## src/rtl/cpu_defs.sv

```systemverilog
// Shared encodings for the ALU, ALU control decode and the ID/EX stage.
package cpu_defs;

  localparam logic [2:0] ALU_AND = 3'b000;
  localparam logic [2:0] ALU_OR  = 3'b001;
  localparam logic [2:0] ALU_ADD = 3'b010;
  localparam logic [2:0] ALU_SUB = 3'b110;
  localparam logic [2:0] ALU_SLT = 3'b111;

  localparam logic [1:0] ALUOP_ADD   = 2'b00;
  localparam logic [1:0] ALUOP_SUB   = 2'b01;
  localparam logic [1:0] ALUOP_RTYPE = 2'b10;
  localparam logic [1:0] ALUOP_OR    = 2'b11;

  localparam logic [5:0] FUNCT_NOP = 6'b000000;
  localparam logic [5:0] FUNCT_ADD = 6'b100000;
  localparam logic [5:0] FUNCT_SUB = 6'b100010;
  localparam logic [5:0] FUNCT_AND = 6'b100100;
  localparam logic [5:0] FUNCT_OR  = 6'b100101;
  localparam logic [5:0] FUNCT_SLT = 6'b101010;

endpackage

```

## src/rtl/alu_control.sv

```systemverilog
// Combinational ALUOp/funct decode to the 3-bit ALU control plus an
// unsupported-funct flag.
module alu_control
  import cpu_defs::*;
(
  input  logic [1:0] aluop,
  input  logic [5:0] funct,
  output logic [2:0] ctrl,
  output logic       illegal
);

  always_comb begin
    ctrl    = ALU_ADD;
    illegal = 1'b0;
    case (aluop)
      ALUOP_ADD: ctrl = ALU_ADD;
      ALUOP_SUB: ctrl = ALU_SUB;
      ALUOP_OR:  ctrl = ALU_OR;
      default: begin
        case (funct)
          FUNCT_ADD: ctrl = ALU_ADD;
          FUNCT_SUB: ctrl = ALU_SUB;
          FUNCT_AND: ctrl = ALU_AND;
          FUNCT_OR:  ctrl = ALU_OR;
          FUNCT_SLT: ctrl = ALU_SLT;
          default:   illegal = 1'b1;
        endcase
      end
    endcase
  end

endmodule

```

## src/rtl/id_ex_stage.sv

```systemverilog
// ID/EX pipeline register: decodes ALU control, applies the ALUSrc/RegDst
// muxes and holds the result for EX, with stall hold and flush bubbles.
module id_ex_stage
  import cpu_defs::*;
#(
  parameter int DW = 32,
  parameter int RW = 5
) (
  input  logic          clk,
  input  logic          rst,
  input  logic          stall,
  input  logic          flush,
  input  logic          id_valid,
  input  logic [DW-1:0] id_pc4,
  input  logic [DW-1:0] id_rs_data,
  input  logic [DW-1:0] id_rt_data,
  input  logic [DW-1:0] id_imm,
  input  logic [RW-1:0] id_rt,
  input  logic [RW-1:0] id_rd,
  input  logic [5:0]    id_funct,
  input  logic [1:0]    id_aluop,
  input  logic          id_alusrc,
  input  logic          id_regdst,
  input  logic          id_memread,
  input  logic          id_memwrite,
  input  logic          id_memtoreg,
  input  logic          id_regwrite,
  output logic          ex_valid,
  output logic [DW-1:0] ex_alu_a,
  output logic [DW-1:0] ex_alu_b,
  output logic [DW-1:0] ex_store_data,
  output logic [2:0]    ex_alu_ctrl,
  output logic [RW-1:0] ex_wreg,
  output logic [DW-1:0] ex_pc4,
  output logic          ex_memread,
  output logic          ex_memwrite,
  output logic          ex_memtoreg,
  output logic          ex_regwrite,
  output logic          ex_illegal
);

  logic [2:0] dec_ctrl;
  logic       dec_illegal;
  logic       is_nop;
  logic       is_illegal;
  logic       bubble;

  alu_control u_alu_control (
    .aluop   (id_aluop),
    .funct   (id_funct),
    .ctrl    (dec_ctrl),
    .illegal (dec_illegal)
  );

  // funct 0 is not a supported ALU op, so the NOP case must mask the illegal flag
  assign is_nop     = (id_aluop == ALUOP_RTYPE) && (id_funct == FUNCT_NOP) && (id_rd == '0);
  assign is_illegal = id_valid && dec_illegal && !is_nop;
  assign bubble     = flush || !id_valid || dec_illegal || is_nop;

  always_ff @(posedge clk or posedge rst) begin
    if (rst) begin
      ex_valid      <= 1'b0;
      ex_alu_a      <= '0;
      ex_alu_b      <= '0;
      ex_store_data <= '0;
      ex_alu_ctrl   <= ALU_ADD;
      ex_wreg       <= '0;
      ex_pc4        <= '0;
      ex_memread    <= 1'b0;
      ex_memwrite   <= 1'b0;
      ex_memtoreg   <= 1'b0;
      ex_regwrite   <= 1'b0;
      ex_illegal    <= 1'b0;
    end else if (flush || !stall) begin
      ex_illegal <= !flush && is_illegal;
      if (bubble) begin
        ex_valid      <= 1'b0;
        ex_alu_a      <= '0;
        ex_alu_b      <= '0;
        ex_store_data <= '0;
        ex_alu_ctrl   <= ALU_ADD;
        ex_wreg       <= '0;
        ex_pc4        <= '0;
        ex_memread    <= 1'b0;
        ex_memwrite   <= 1'b0;
        ex_memtoreg   <= 1'b0;
        ex_regwrite   <= 1'b0;
      end else begin
        ex_valid      <= 1'b1;
        ex_alu_a      <= id_rs_data;
        ex_alu_b      <= id_alusrc ? id_imm : id_rt_data;
        ex_store_data <= id_rt_data;
        ex_alu_ctrl   <= dec_ctrl;
        ex_wreg       <= id_regdst ? id_rd : id_rt;
        ex_pc4        <= id_pc4;
        ex_memread    <= id_memread;
        ex_memwrite   <= id_memwrite;
        ex_memtoreg   <= id_memtoreg;
        ex_regwrite   <= id_regwrite;
      end
    end
  end

endmodule

```

## config.mk

```make
export PLATFORM = sky130hd
export DESIGN_NAME = id_ex_stage
export DESIGN_NICKNAME = d
export VERILOG_FILES = /design/src/rtl/cpu_defs.sv /design/src/rtl/alu_control.sv /design/src/rtl/id_ex_stage.sv
export SDC_FILE = /design/constraint.sdc
export NUM_CORES = 1
export LEC_CHECK = 0
export CAP_MARGIN = 30
export CORE_ASPECT_RATIO = 1.1
export CORE_MARGIN = 10
export CORE_UTILIZATION = 40
export CTS_CLUSTER_SIZE = 8
export DETAILED_ROUTE_END_ITERATION = 8
export PLACE_DENSITY = 0.81
export REMOVE_ABC_BUFFERS = 1
export SLEW_MARGIN = 5
export SYNTH_ARGS = -nofsm -noshare
export SYNTH_HDL_FRONTEND = slang
export SYNTH_HIERARCHICAL = 1
export SYNTH_SLANG_ARGS = --single-unit
```

## constraint.sdc

```tcl
create_clock -name clk -period 6.05 [get_ports clk]
set_input_delay 0.605 -clock clk [delete_from_list [all_inputs] [get_ports clk]]
set_output_delay 0.605 -clock clk [all_outputs]
set_load 0.005 [all_outputs]
```

Word level (Yosys, flattened, before mapping)
Index checks and enable logic that the tools add are counted.

operators by class
  equality and inequality tests = 8
  $mul = 0
  bitwise operators = 0
  div/mod/pow operators = 0
  shifts and indexed selects = 0
  reductions and logical operators = 18
  add/sub/neg operators = 0
  $lt $le $gt $ge = 0
  multiplexer cells = 17

operators with widths
  operator            number
  $mux 32             5
  $eq 6x6->1 const B  5
  $pmux 3 s4          1
  $mux 5              2
  $pmux 3 s3          1
  $mux 1              7
  $logic_not 6->1     1
  $logic_and 1x1->1   5
  $logic_not 5->1     1
  $reduce_or 5->1     1
  $eq 2x2->1 const B  2
  $logic_not 1->1     4
  $logic_or 1x1->1    4
  $mux 3              1
  $reduce_or 3->1     1
  $eq 2x1->1 const B  1
  $logic_not 2->1     1

storage, ports and cells
  memories = 0
  bits in read-only memories = 0
  word-level logic and storage cells = 55
  RAM bits = 0
  output and inout port bits = 142
  bits in latches = 0
  register bits after elaboration = 142

Depth between registers and ports, before layout
Gate-level depths: netlist of the first run.

  depth after elaboration = 7
  depth in mapped cells = 7
  mapped depth without buffers = 6

Cells and area by module
The synthesis of the first run kept the hierarchy.

modules (own cells, without submodules)
  module       area an instance (um^2)  instances  seq. area each (um^2)  cells an instance
  id_ex_stage  5721.7                   1          3554.7                 384
  alu_control  108.9                    1          0.0                    17

Least setup slack after synthesis of the first run
Ideal clock, no wire load.

  path kind = in2reg
  start = in id_alusrc
  end = reg ex_alu_b[20]
  library setup time = 0.122 ns
  path slack = 4.198 ns
  stages = 4
  path buffers = 2
  data arrival time = 1.730 ns
  path through = clkbuf_1 > clkbuf_1 > mux2_2 > a32o_1

on the way
  longest elaborated chain between the ends = 2

RTL lines
  element               RTL line           RTL
  from (decl)           id_ex_stage.sv:22  input logic id_alusrc,
  $mux 32               id_ex_stage.sv:91  ex_alu_b <= id_alusrc ? id_imm : id_rt_data;
  $mux 32               id_ex_stage.sv:76  if (bubble) begin
  to (signal assigned)  id_ex_stage.sv:91
  to (decl)             id_ex_stage.sv:30  output logic [DW-1:0] ex_alu_b,

No other way between the ends.
A chain may end at the register's enable or synchronous reset.

Worst setup path in the final report of the first run
  start = in id_aluop[1]
  end = reg ex_alu_ctrl[0]

on the way
  longest elaborated chain between the ends = 6

RTL lines
  element                                   RTL line           RTL
  from (decl)                               id_ex_stage.sv:21  input logic [1:0] id_aluop,
  $eq 2x1->1, or another cell as far along  alu_control.sv:15  case (aluop)
  $reduce_or 3->1 (no source line)          n/a
  $mux 1                                    alu_control.sv:15
  $logic_or 1x1->1 (2 in a row)             id_ex_stage.sv:58  assign bubble = flush || !id_valid || dec_illegal || is_nop;
  $mux 3 (*)                                id_ex_stage.sv:76
  to (signal assigned)                      id_ex_stage.sv:93  ex_alu_ctrl <= dec_ctrl;
  to (decl)                                 id_ex_stage.sv:32  output logic [2:0] ex_alu_ctrl,

Every way passes the cells marked *; elsewhere a longest branch is shown, timed or not.

==> results of run 1 <==
[worst min-delay path: cells and delay by family, from the launching register on]
family / cells / cell delay (ps)
compound gates: 1 / 50
flops: 1 / 370
buf+inv: 1 / 50
[worst min path at each step]
stage	from	to	cells after the start
2_1_floorplan	ex_alu_ctrl[1]$_DFFE_PP1P_	ex_alu_ctrl[1]$_DFFE_PP1P_	2
6_report	ex_alu_ctrl[1]$_DFFE_PP1P_	ex_alu_ctrl[1]$_DFFE_PP1P_	2
4_1_cts	ex_alu_ctrl[1]$_DFFE_PP1P_	ex_alu_ctrl[1]$_DFFE_PP1P_	2
3_3_place_gp	ex_alu_ctrl[1]$_DFFE_PP1P_	ex_alu_ctrl[1]$_DFFE_PP1P_	2
3_5_place_dp	ex_alu_ctrl[1]$_DFFE_PP1P_	ex_alu_ctrl[1]$_DFFE_PP1P_	2
5_1_grt	ex_alu_ctrl[1]$_DFFE_PP1P_	ex_alu_ctrl[1]$_DFFE_PP1P_	2
[cell usage after synthesis]
library cell,instances
nor3_1,1
buf_2,15
clkbuf_1,24
nor2b_2,1
nor4b_2,1
a31oi_1,1
nor4_2,1
nand2_1,4
nor2_2,1
inv_1,5
dfrtp_1,141
a32oi_1,1
mux2_1,5
nor2b_1,1
nor3b_2,1
o21ai_1,1
buf_4,10
nand2b_1,1
a22o_1,2
nand4_2,1
or3b_1,1
buf_1,1
mux2_2,32
a31o_2,1
a21oi_1,1
nand4_1,1
mux2i_1,1
and4bb_1,1
a32o_1,139
dfstp_2,1
o21ai_0,1
nor2_1,3
[layout by cell type (no fill, tap or decap), types with 2 or more instances in the layout]
master           count
nor2_1               3
clkbuf_16           17
a22o_1               2
clkbuf_8             5
clkinv_2             5
buf_4                6
inv_1                4
mux2_2              32
mux2_1               5
bufinv_16            2
dfrtp_1            141
clkdlybuf4s50_1    297
clkinv_4             2
nand2_1              4
a32o_1             139
[sequential cells by signal, indices dropped and copies added, names as in the netlist]
name	cells
ex_alu_a	32
ex_alu_b	32
ex_alu_ctrl	3
ex_illegal	1
ex_memread	1
ex_memtoreg	1
ex_memwrite	1
ex_pc4	32
ex_regwrite	1
ex_store_data	32
ex_valid	1
ex_wreg	5
[cells by family (layout without fill, tap and decap cells)]
| family | after synthesis | count (layout) | synth area share (%) |
|---|---|---|---|
| compound gates | 147 | 147 | 24.83 |
| buf+inv | 55 | 342 | 4.506 |
| flops | 142 | 142 | 60.97 |
| mux | 38 | 38 | 7.318 |
| simple gates | 19 | 19 | 2.382 |
[power breakdown]
| group | leakage, nW | switching (mW) | internal (mW) | total [mW] |
|---|---|---|---|---|
| Clock | 0.302 | 0.382 | 0.659 | 1.04 |
| Combinational | 1.67 | 0.114 | 0.191 | 0.304 |
| Sequential | 1.94 | 0.0189 | 0.983 | 1.00 |
[final cells by class]
| class | instances | area [um2] | share of cell area [%] |
|---|---|---|---|
| Sequential cell | 142 | 3555 | 37.42 |
| Inverter | 5 | 23.77 | 0.2502 |
| Multi-Input combinational cell | 204 | 2034 | 21.41 |
| Clock inverter | 10 | 110.1 | 1.159 |
| Clock buffer | 22 | 494.2 | 5.202 |
| Timing Repair Buffer | 305 | 3043 | 32.03 |
| Tap cell | 192 | 240.2 | 2.529 |
[metrics by stage]
stage	power [mW]	utilization, %	hold WS, ps	worst slack [ps]	instances
global route	2.441	66.29	494.7	3177	880
global placement	1.314	61.93	450.8	2522	847
detailed placement	1.326	62.07	465.5	2914	848
finish	2.348	66.29	476.5	3288	880
floorplan	1.110	-	448.1	210.9	351
CTS	2.377	66.29	473.3	3345	880
[routing by layer]
| layer | global-route usage, % | share of wire (%) | wire length, um | vias to the layer above |
|---|---|---|---|---|
| li1 | - | - | - | 2203 |
| met1 | 21.66 | 36 | 7422 | 2584 |
| met2 | 34.97 | 52 | 10680 | 232 |
| met3 | 6.898 | 8.5 | 1760 | 47 |
| met4 | 10.02 | 4.0 | 822 | 0 |
| met5 | 0 | 0 | 0 | - |
==> key figures, run 1 <==
Outcome
  – Status: finished clean

CTS
  – Cts hold-fix bufs: 0
  – Resized Gates After CTS: 0
  – H-tree depth: 4
  – Clock Sinks: 142
  – TritonCTS clock tree: yes
  – Root buffer cell: clkbuf_16
  – Max clock buf depth: 2
  – Clk_lat worst skew: 410 ps
  – Total CTS buffers: 17
  – Setup Buffers After CTS: 0
  – CTS clk-pin slew, worst paths: 50 ps

Timing
  – Final count of pins violating max slew: 0
  – Setup violators final: 0
  – Clock Skew: 0 ps
  – Setup tns final: 0 ps
  – Achievable frequency: 362.0 MHz
  – Worst-Margin Slew: 889.5 ps
  – Final worst path period need: 2762 ps
  – Final worst-path cycle share: 45.66%
  – Final hold vios: 0
  – Worst slew margin: 40.70%
  – RSZ-0062 raised after global routing: no

Yosys
  – Number of library cell types mapped by synthesis: 32
  – Post-synth top area share: 60.52%
  – Top cells by area, synth: dfrtp_1 (61%), a32o_1 (24%), mux2_2 (6.2%)
  – Synth area leader: dfrtp_1
  – Avg Inst Size Synth: 14.54 um2
  – Synth Instances: 401
  – #FFs+latches synth: 142
  – Syn. warnings: 6
  – Post-Syn Area: 5831 um2
  – Seq/Total Area, Yosys: 60.97%

Critical path
  – Slowest CP cell: clkdlybuf4s50_1
  – Setup CP Type: in2reg
  – CP max stage delay: 580 ps
  – Crit start category: primary input
  – FF-to-FF path depth: 2
  – RR Startpoint: ex_alu_ctrl[1]$_DFFE_PP1P_
  – Worst Setup SP: id_aluop[1]
  – Buf+Inv Stages, Crit Path: 3
  – Critical Path End Type: register
  – Worst path depth: 6
  – R2R Path End: ex_alu_ctrl[1]$_DFFE_PP1P_
  – Critical path arrival: 3050 ps
  – Top delay family on crit path: buffers and inverters
  – R2r setup slk: 5240 ps
  – CP Data Required Time: 6340 ps
  – Critical Path End: ex_alu_ctrl[0]$_DFFE_PP0P_
  – Worst-path cell chain: clkdlybuf4s50_1 > nor4b_2 > nand4_4 > buf_12 > buf_4 > a32o_1
  – Peak fanout along the critical path: 70

Pwr
  – Pwr/cell area: 247.1 nW/um2
  – Leak: 3.917 nW
  – Maximum vdd ir drop: 0.1752 mV

Die
  – Initial Util: 40.68%
  – IO Count: 299
  – Die Width: 135.1 um
  – Row count: 46
  – Die area: 19,810 um2
  – Die height: 146.6 um
  – Core area: 14,330 um2

Cells and area
  – Share of layout cells above drive strength 1: 11.92%
  – Post-layout nets: 832
  – ANT cells: 0
  – Final instance area: 9500 um2
  – Filler cells: 1,049
  – Area grow syn2layout: 62.94%

Global route
  – Number of global-route vias before repair: 5,522
  – Initial antenna violation count: 0
  – Gr usage total: 20.34%
  – First-pass GRT wire length: 31,690 um
  – Pin count of the biggest net entering global routing: 81
  – Total grt overflow: 0

Route
  – Vias: 5,066
  – Post-Route WL: 20,680 um
  – Pre-antenna DRT Iters: 5
  – DRC Markers: 0
  – Final antenna-violating net count: 0
  – Initial detailed-routing violation count: 363
  – Drt wl/cell: 23.50 um
  – Via/cell ratio: 5.757

Flow run
  – Total of max-cap violations: 0

Placement
  – PortBufs: 298
  – Dpl hpwl: 15,020 um
  – Cell Area, Placed: 8896 um2
  – Routability congestion estimate from global placement: 0.8013

Hold path
  – Hold WC Path Type: reg2reg
(Power assumes the default switching activity.)
==> run 2, diff against run 1 <==
CORE_UTILIZATION = 36   (was 40)
PLACE_DENSITY = 0.77   (was 0.81)
clock period = 2.2 ns   (was 6.05 ns; I/O delays follow)
==> run 2 against run 1 <==
Net effect: routed wire length is 0.68% higher; final cell count is 1.8% higher; core utilization is 4.8 points lower; critical path depth is 5 lower; flip-flop and latch count stayed put; sequential share of layout area is 0.81 points lower; count of clock-buffer cells in the layout stayed put; clock skew stayed put; via count hardly changed; register-to-register slack worse by 3900 ps; critical path type is now reg2out; highest routed layer unchanged.
==> key figures, run 2 (synthesis gave the netlist of run 1 again) <==
Cells and area
  – Post-layout nets: 841 (was 832)
  – Most frequent cells in the layout: clkdlybuf4s50_1 (297), dfrtp_1 (141), a32o_1 (139) (unchanged)
  – ANT cells: 0 (unchanged)
  – Area grow syn2layout: 66.52% (was 62.94%)
  – Share of layout cells above drive strength 1: 12.50% (was 11.92%)
  – Commonest non-fill, non-tap cell in the layout: clkdlybuf4s50_1 (unchanged)
  – Utilization after layout: 61.47% (was 66.29%)

Placement
  – PortBufs: 298 (unchanged)
  – Routability congestion estimate from global placement: 0.8487 (was 0.8013)
  – Dpl hpwl: 15,430 um (was 15,020 um)

CTS
  – Max clock buf depth: 2 (unchanged)
  – Setup Buffers After CTS: 0 (unchanged)
  – Total CTS buffers: 17 (unchanged)
  – H-tree depth: 4 (unchanged)
  – Root buffer cell: clkbuf_16 (unchanged)
  – CTS clk-pin slew, worst paths: 60 ps (was 50 ps)
  – Cts hold-fix bufs: 0 (unchanged)
  – Clock Sinks: 142 (unchanged)
  – Clk_lat worst skew: 410 ps (about the same)
  – TritonCTS clock tree: yes (unchanged)
  – Resized Gates After CTS: 0 (unchanged)

Critical path
  – CP max stage delay: 550 ps (was 580 ps)
  – Worst-path cell chain: clkdlybuf4s50_1 (was clkdlybuf4s50_1 > nor4b_2 > nand4_4 > buf_12 > buf_4 > a32o_1)
  – FF-to-FF path depth: 2 (unchanged)
  – CP Data Required Time: 1980 ps (was 6340 ps)
  – Crit start category: register (was primary input)
  – Critical Path End Type: output port (was register)
  – Critical path arrival: 1460 ps (was 3050 ps)
  – Top delay family on crit path: flip-flops (was buffers and inverters)
  – R2r setup slk: 1370 ps (was 5240 ps)
  – Peak fanout along the critical path: 2 (was 70)
  – Worst path depth: 1 (was 6)
  – Slowest CP cell: dfstp_2 (was clkdlybuf4s50_1)
  – Setup CP Type: reg2out (was in2reg)
  – Buf+Inv Stages, Crit Path: 1 (was 3)

Timing
  – Setup violators final: 0 (unchanged)
  – Achievable frequency: 595.8 MHz
  – Hold WS: 207.2 ps (was 476.5 ps)
  – Final worst-path cycle share: 76.29%
  – RSZ-0062 raised after global routing: no (unchanged)
  – Worst-Margin Slew: 552.8 ps (was 889.5 ps)
  – Final count of pins violating max slew: 0 (unchanged)
  – Worst slew margin: 63.07% (was 40.70%)
  – Setup tns final: 0 ps (unchanged)
  – Final hold vios: 0 (unchanged)
  – Final worst path period need: 1678 ps
  – Clock Skew: 0 ps (unchanged)

Die
  – Die height: 153.5 um (was 146.6 um)
  – Core area: 15,800 um2 (was 14,330 um2)
  – Die Width: 141.3 um (was 135.1 um)
  – Die area: 21,690 um2 (was 19,810 um2)
  – Initial Util: 36.91% (was 40.68%)
  – IO Count: 299 (unchanged)
  – Row count: 48 (was 46)

Hold path
  – Hold WC Path Type: in2async (was reg2reg)

Pwr
  – Pwr/cell area: 684.9 nW/um2 (was 247.1 nW/um2)
  – Maximum vdd ir drop: 0.4510 mV (was 0.1752 mV)
  – Leak: 3.999 nW (was 3.917 nW)
  – Pwr Total: 6.649 mW (was 2.348 mW)

Global route
  – Pin count of the biggest net entering global routing: 77 (was 81)
  – Initial antenna violation count: 0 (unchanged)
  – Number of global-route vias before repair: 5,434 (was 5,522)
  – Gr usage total: 18.47% (was 20.34%)
  – Total grt overflow: 0 (unchanged)
  – First-pass GRT wire length: 31,820 um (was 31,690 um)

Route
  – Final antenna-violating net count: 0 (unchanged)
  – DRC Markers: 0 (unchanged)
  – Post-Route WL: 20,820 um (was 20,680 um)
  – Drt wl/cell: 23.24 um (was 23.50 um)
  – Initial detailed-routing violation count: 298 (was 363)
  – Pre-antenna DRT Iters: 4 (was 5)
  – Vias: 5,062 (was 5,066)
  – Via/cell ratio: 5.650 (was 5.757)

Outcome
  – Status: finished clean (unchanged)

Flow run
  – Total of max-cap violations: 0 (unchanged)
-- run 2: worst paths after layout --
kind                                                  to                       start
setup / recovery                          ex_alu_ctrl[1]  ex_alu_ctrl[1]$_DFFE_PP1P_
hold / removal             ex_store_data[13]$_DFFE_PP0P_                         rst
setup reg to reg              ex_alu_ctrl[1]$_DFFE_PP1P_  ex_alu_ctrl[1]$_DFFE_PP1P_
hold reg to reg                   ex_pc4[25]$_DFFE_PP0P_      ex_pc4[25]$_DFFE_PP0P_
max in group asynchronous  ex_store_data[21]$_DFFE_PP0P_                         rst
min in group clk                ex_alu_a[21]$_DFFE_PP0P_              id_rs_data[21]
-- run 2: cell type report --
type                    instances  area, um2
well taps                     200      250.2
clock buffers                  22      464.2
fillers                      1212       6086
inverters                       5      23.77
clock inverters                 9      158.9
flip-flops and latches        142       3555
multi-input cells             204       2034
repair buffers                314       3223
-- run 2: where the power goes --
part           switching, mW  internal [mW]
sequential            0.0521           2.70
clock                   1.06           1.96
combinational          0.319          0.553
-- run 2: metrics by stage --
stage          instance area [um2]  cells  worst slack, ps
2_1_floorplan                 5587    351            -3254
3_3_place_gp                  9086    865            188.9
3_5_place_dp                  9086    865            136.7
4_1_cts                       9709    896            496.5
5_1_grt                       9709    896            443.5
6_report                      9709    896            521.6
-- run 2: layer usage --
metal  GRT usage [%]  share of wire, %  wire length, um
met1           19.00                35             7213
met2           32.61                54            11280
met3           7.034               8.3             1731
met4           7.726               2.9              598
met5               0                 0                0
==> run 3, diff against run 2 <==
clock period = 1.3 ns   (was 2.2 ns; I/O delays follow)
==> run 3 against run 2 <==
Net effect: critical path depth increased by 7; sequential power grew 69%; design area increased by 3.7%; total power up 62%; clock power is 53% higher; core utilization grew 2.3 points; die area did not move; critical path type is now in2reg; largest power group is now registers.
==> key figures, run 3 (synthesis gave the netlist of run 1 again) <==
Outcome
  – Status: finished clean (unchanged)

CTS
  – Root buffer cell: clkbuf_16 (unchanged)
  – TritonCTS clock tree: yes (unchanged)
  – Cts hold-fix bufs: 0 (unchanged)
  – Clock Sinks: 142 (unchanged)
  – CTS clk-pin slew, worst paths: 60 ps (about the same)
  – Max clock buf depth: 2 (unchanged)
  – Clk_lat worst skew: 420 ps (was 410 ps)
  – Total CTS buffers: 17 (unchanged)
  – H-tree depth: 4 (unchanged)

Critical path
  – Worst-path cell chain: dlygate4sd2_1 > or3b_4 > nor2_4 > buf_6 > buf_6 > buf_12 > buf_12 > a32o_1 (was clkdlybuf4s50_1)
  – Critical path arrival: 1630 ps (was 1460 ps)
  – Critical Path End Type: register (was output port)
  – CP Data Required Time: 1650 ps (was 1980 ps)
  – CP max stage delay: 420 ps (was 550 ps)
  – Slowest CP cell: or3b_4 (was dfstp_2)
  – Peak fanout along the critical path: 5 (was 2)
  – Setup CP Type: in2reg (was reg2out)
  – Crit start category: primary input (was register)
  – FF-to-FF path depth: 2 (unchanged)

Die
  – Die area: 21,690 um2 (unchanged)
  – Die Width: 141.3 um (unchanged)
  – Row count: 48 (unchanged)
  – Die height: 153.5 um (unchanged)
  – IO Count: 299 (unchanged)
  – Core area: 15,800 um2 (unchanged)
  – Initial Util: 36.91% (unchanged)

Timing
  – Final hold vios: 0 (unchanged)
  – Achievable frequency: 777.7 MHz
  – Final worst-path cycle share: 98.92%
  – Final worst path period need: 1286 ps
  – Worst slew margin: 79.42% (was 63.07%)
  – Setup violators final: 0 (unchanged)
  – Final count of pins violating max slew: 0 (unchanged)
  – Hold WS: 29.89 ps (was 207.2 ps)
  – Setup tns final: 0 ps (unchanged)
  – Clock Skew: 0 ps (unchanged)
  – Worst-Margin Slew: 308.7 ps (was 552.8 ps)

Cells and area
  – Most frequent cells in the layout: dlygate4sd2_1 (151), dfrtp_1 (141), a32o_1 (139), clkdlybuf4s50_1 (139), mux2_2 (32) (was clkdlybuf4s50_1 (297), dfrtp_1 (141), a32o_1 (139))
  – Area grow syn2layout: 72.73% (was 66.52%)
  – Commonest non-fill, non-tap cell in the layout: dlygate4sd2_1 (was clkdlybuf4s50_1)
  – Post-layout nets: 874 (was 841)
  – Final instance area: 10,070 um2 (was 9709 um2)
  – Share of layout cells above drive strength 1: 17.81% (was 12.50%)

Hold path
  – Hold WC Path Type: in2async (unchanged)

Global route
  – Initial antenna violation count: 2 (was 0)
  – Total grt overflow: 0 (unchanged)
  – First-pass GRT wire length: 35,220 um (was 31,820 um)
  – Number of global-route vias before repair: 5,784 (was 5,434)
  – Gr usage total: 20.99% (was 18.47%)
  – Pin count of the biggest net entering global routing: 69 (was 77)

Placement
  – Routability congestion estimate from global placement: 0.8348 (was 0.8487)
  – Cell Area, Placed: 9186 um2 (was 9086 um2)
  – PortBufs: 298 (unchanged)
  – Dpl hpwl: 15,560 um (was 15,430 um)

Pwr
  – Maximum vdd ir drop: 0.9631 mV (was 0.4510 mV)
  – Leak: 4.945 nW (was 3.999 nW)
  – Pwr/cell area: 1070 nW/um2 (was 684.9 nW/um2)

Route
  – Pre-antenna DRT Iters: 5 (was 4)
  – Initial detailed-routing violation count: 318 (was 298)
  – DRC Markers: 0 (unchanged)
  – Via/cell ratio: 5.686 (was 5.650)
  – Post-Route WL: 23,460 um (was 20,820 um)
  – Vias: 5,299 (was 5,062)
  – Final antenna-violating net count: 0 (unchanged)
  – Drt wl/cell: 25.17 um (was 23.24 um)

Flow run
  – Total of max-cap violations: 0 (unchanged)
-- run 3: worst paths after layout --
path / startpoint / endpoint / slack (ps)
worst max-delay path: stall / ex_store_data[15]$_DFFE_PP0P_ / 10
worst min-delay path: rst / ex_alu_a[3]$_DFFE_PP0P_ / 30
worst max register to register: ex_alu_a[13]$_DFFE_PP0P_ / ex_alu_a[13]$_DFFE_PP0P_ / 450
worst min register to register: ex_alu_ctrl[1]$_DFFE_PP1P_ / ex_alu_ctrl[1]$_DFFE_PP1P_ / 460
max in group asynchronous: rst / ex_alu_b[17]$_DFFE_PP0P_ / 800
min in group clk: id_rd[1] / ex_wreg[1]$_DFFE_PP0P_ / 200
-- run 3: area by class of cell --
cell class	count	area (um2)
Clock buffer	27	503.0
Tap cell	200	250.2
Sequential cell	142	3555
Timing Repair Buffer	347	3581
Multi-Input combinational cell	204	2098
Fill cell	1255	5724
Clock inverter	5	55.05
Inverter	5	23.77
Antenna cell	2	5.005
-- run 3: timing repair --
action / in CTS / in global routing
pin swaps: 8 / 5
setup endpoints to repair: 284 / 119
gates resized for setup: 185 / 6
setup buffers: 11 / 2
gates cloned: 10 / 0
-- run 3: report_power, final --
group | internal, mW | total [mW] | switching (mW)
clock | 2.83 | 4.62 | 1.79
sequential | 4.58 | 4.66 | 0.0823
combinational | 0.903 | 1.50 | 0.597
-- run 3: metrics by stage --
stage,std cells,power (mW),setup WS [ps],utilization [%]
finish,932,10.78,14.09,63.76
global route,932,11.17,-0.5536,63.76
CTS,928,10.87,2.928,63.63
detailed placement,875,6.263,-661.2,58.16
global placement,875,6.218,-586.7,58.16
floorplan,351,5.165,-4064,-
-- run 3: layer usage --
layer / global-route usage (%) / share of wire (%) / vias to the layer above
met5: 0 / 0 / -
met2: 36.51 / 53 / 238
met4: 9.843 / 3.9 / 0
met1: 22.21 / 36 / 2708
met3: 7.096 / 7.9 / 49
li1: - / - / 2304
-- run 3: critical path: cells and delay by family --
kind	cells	cell delay, ps
buf+inv	5	740
simple gates	2	570
compound gates	1	190
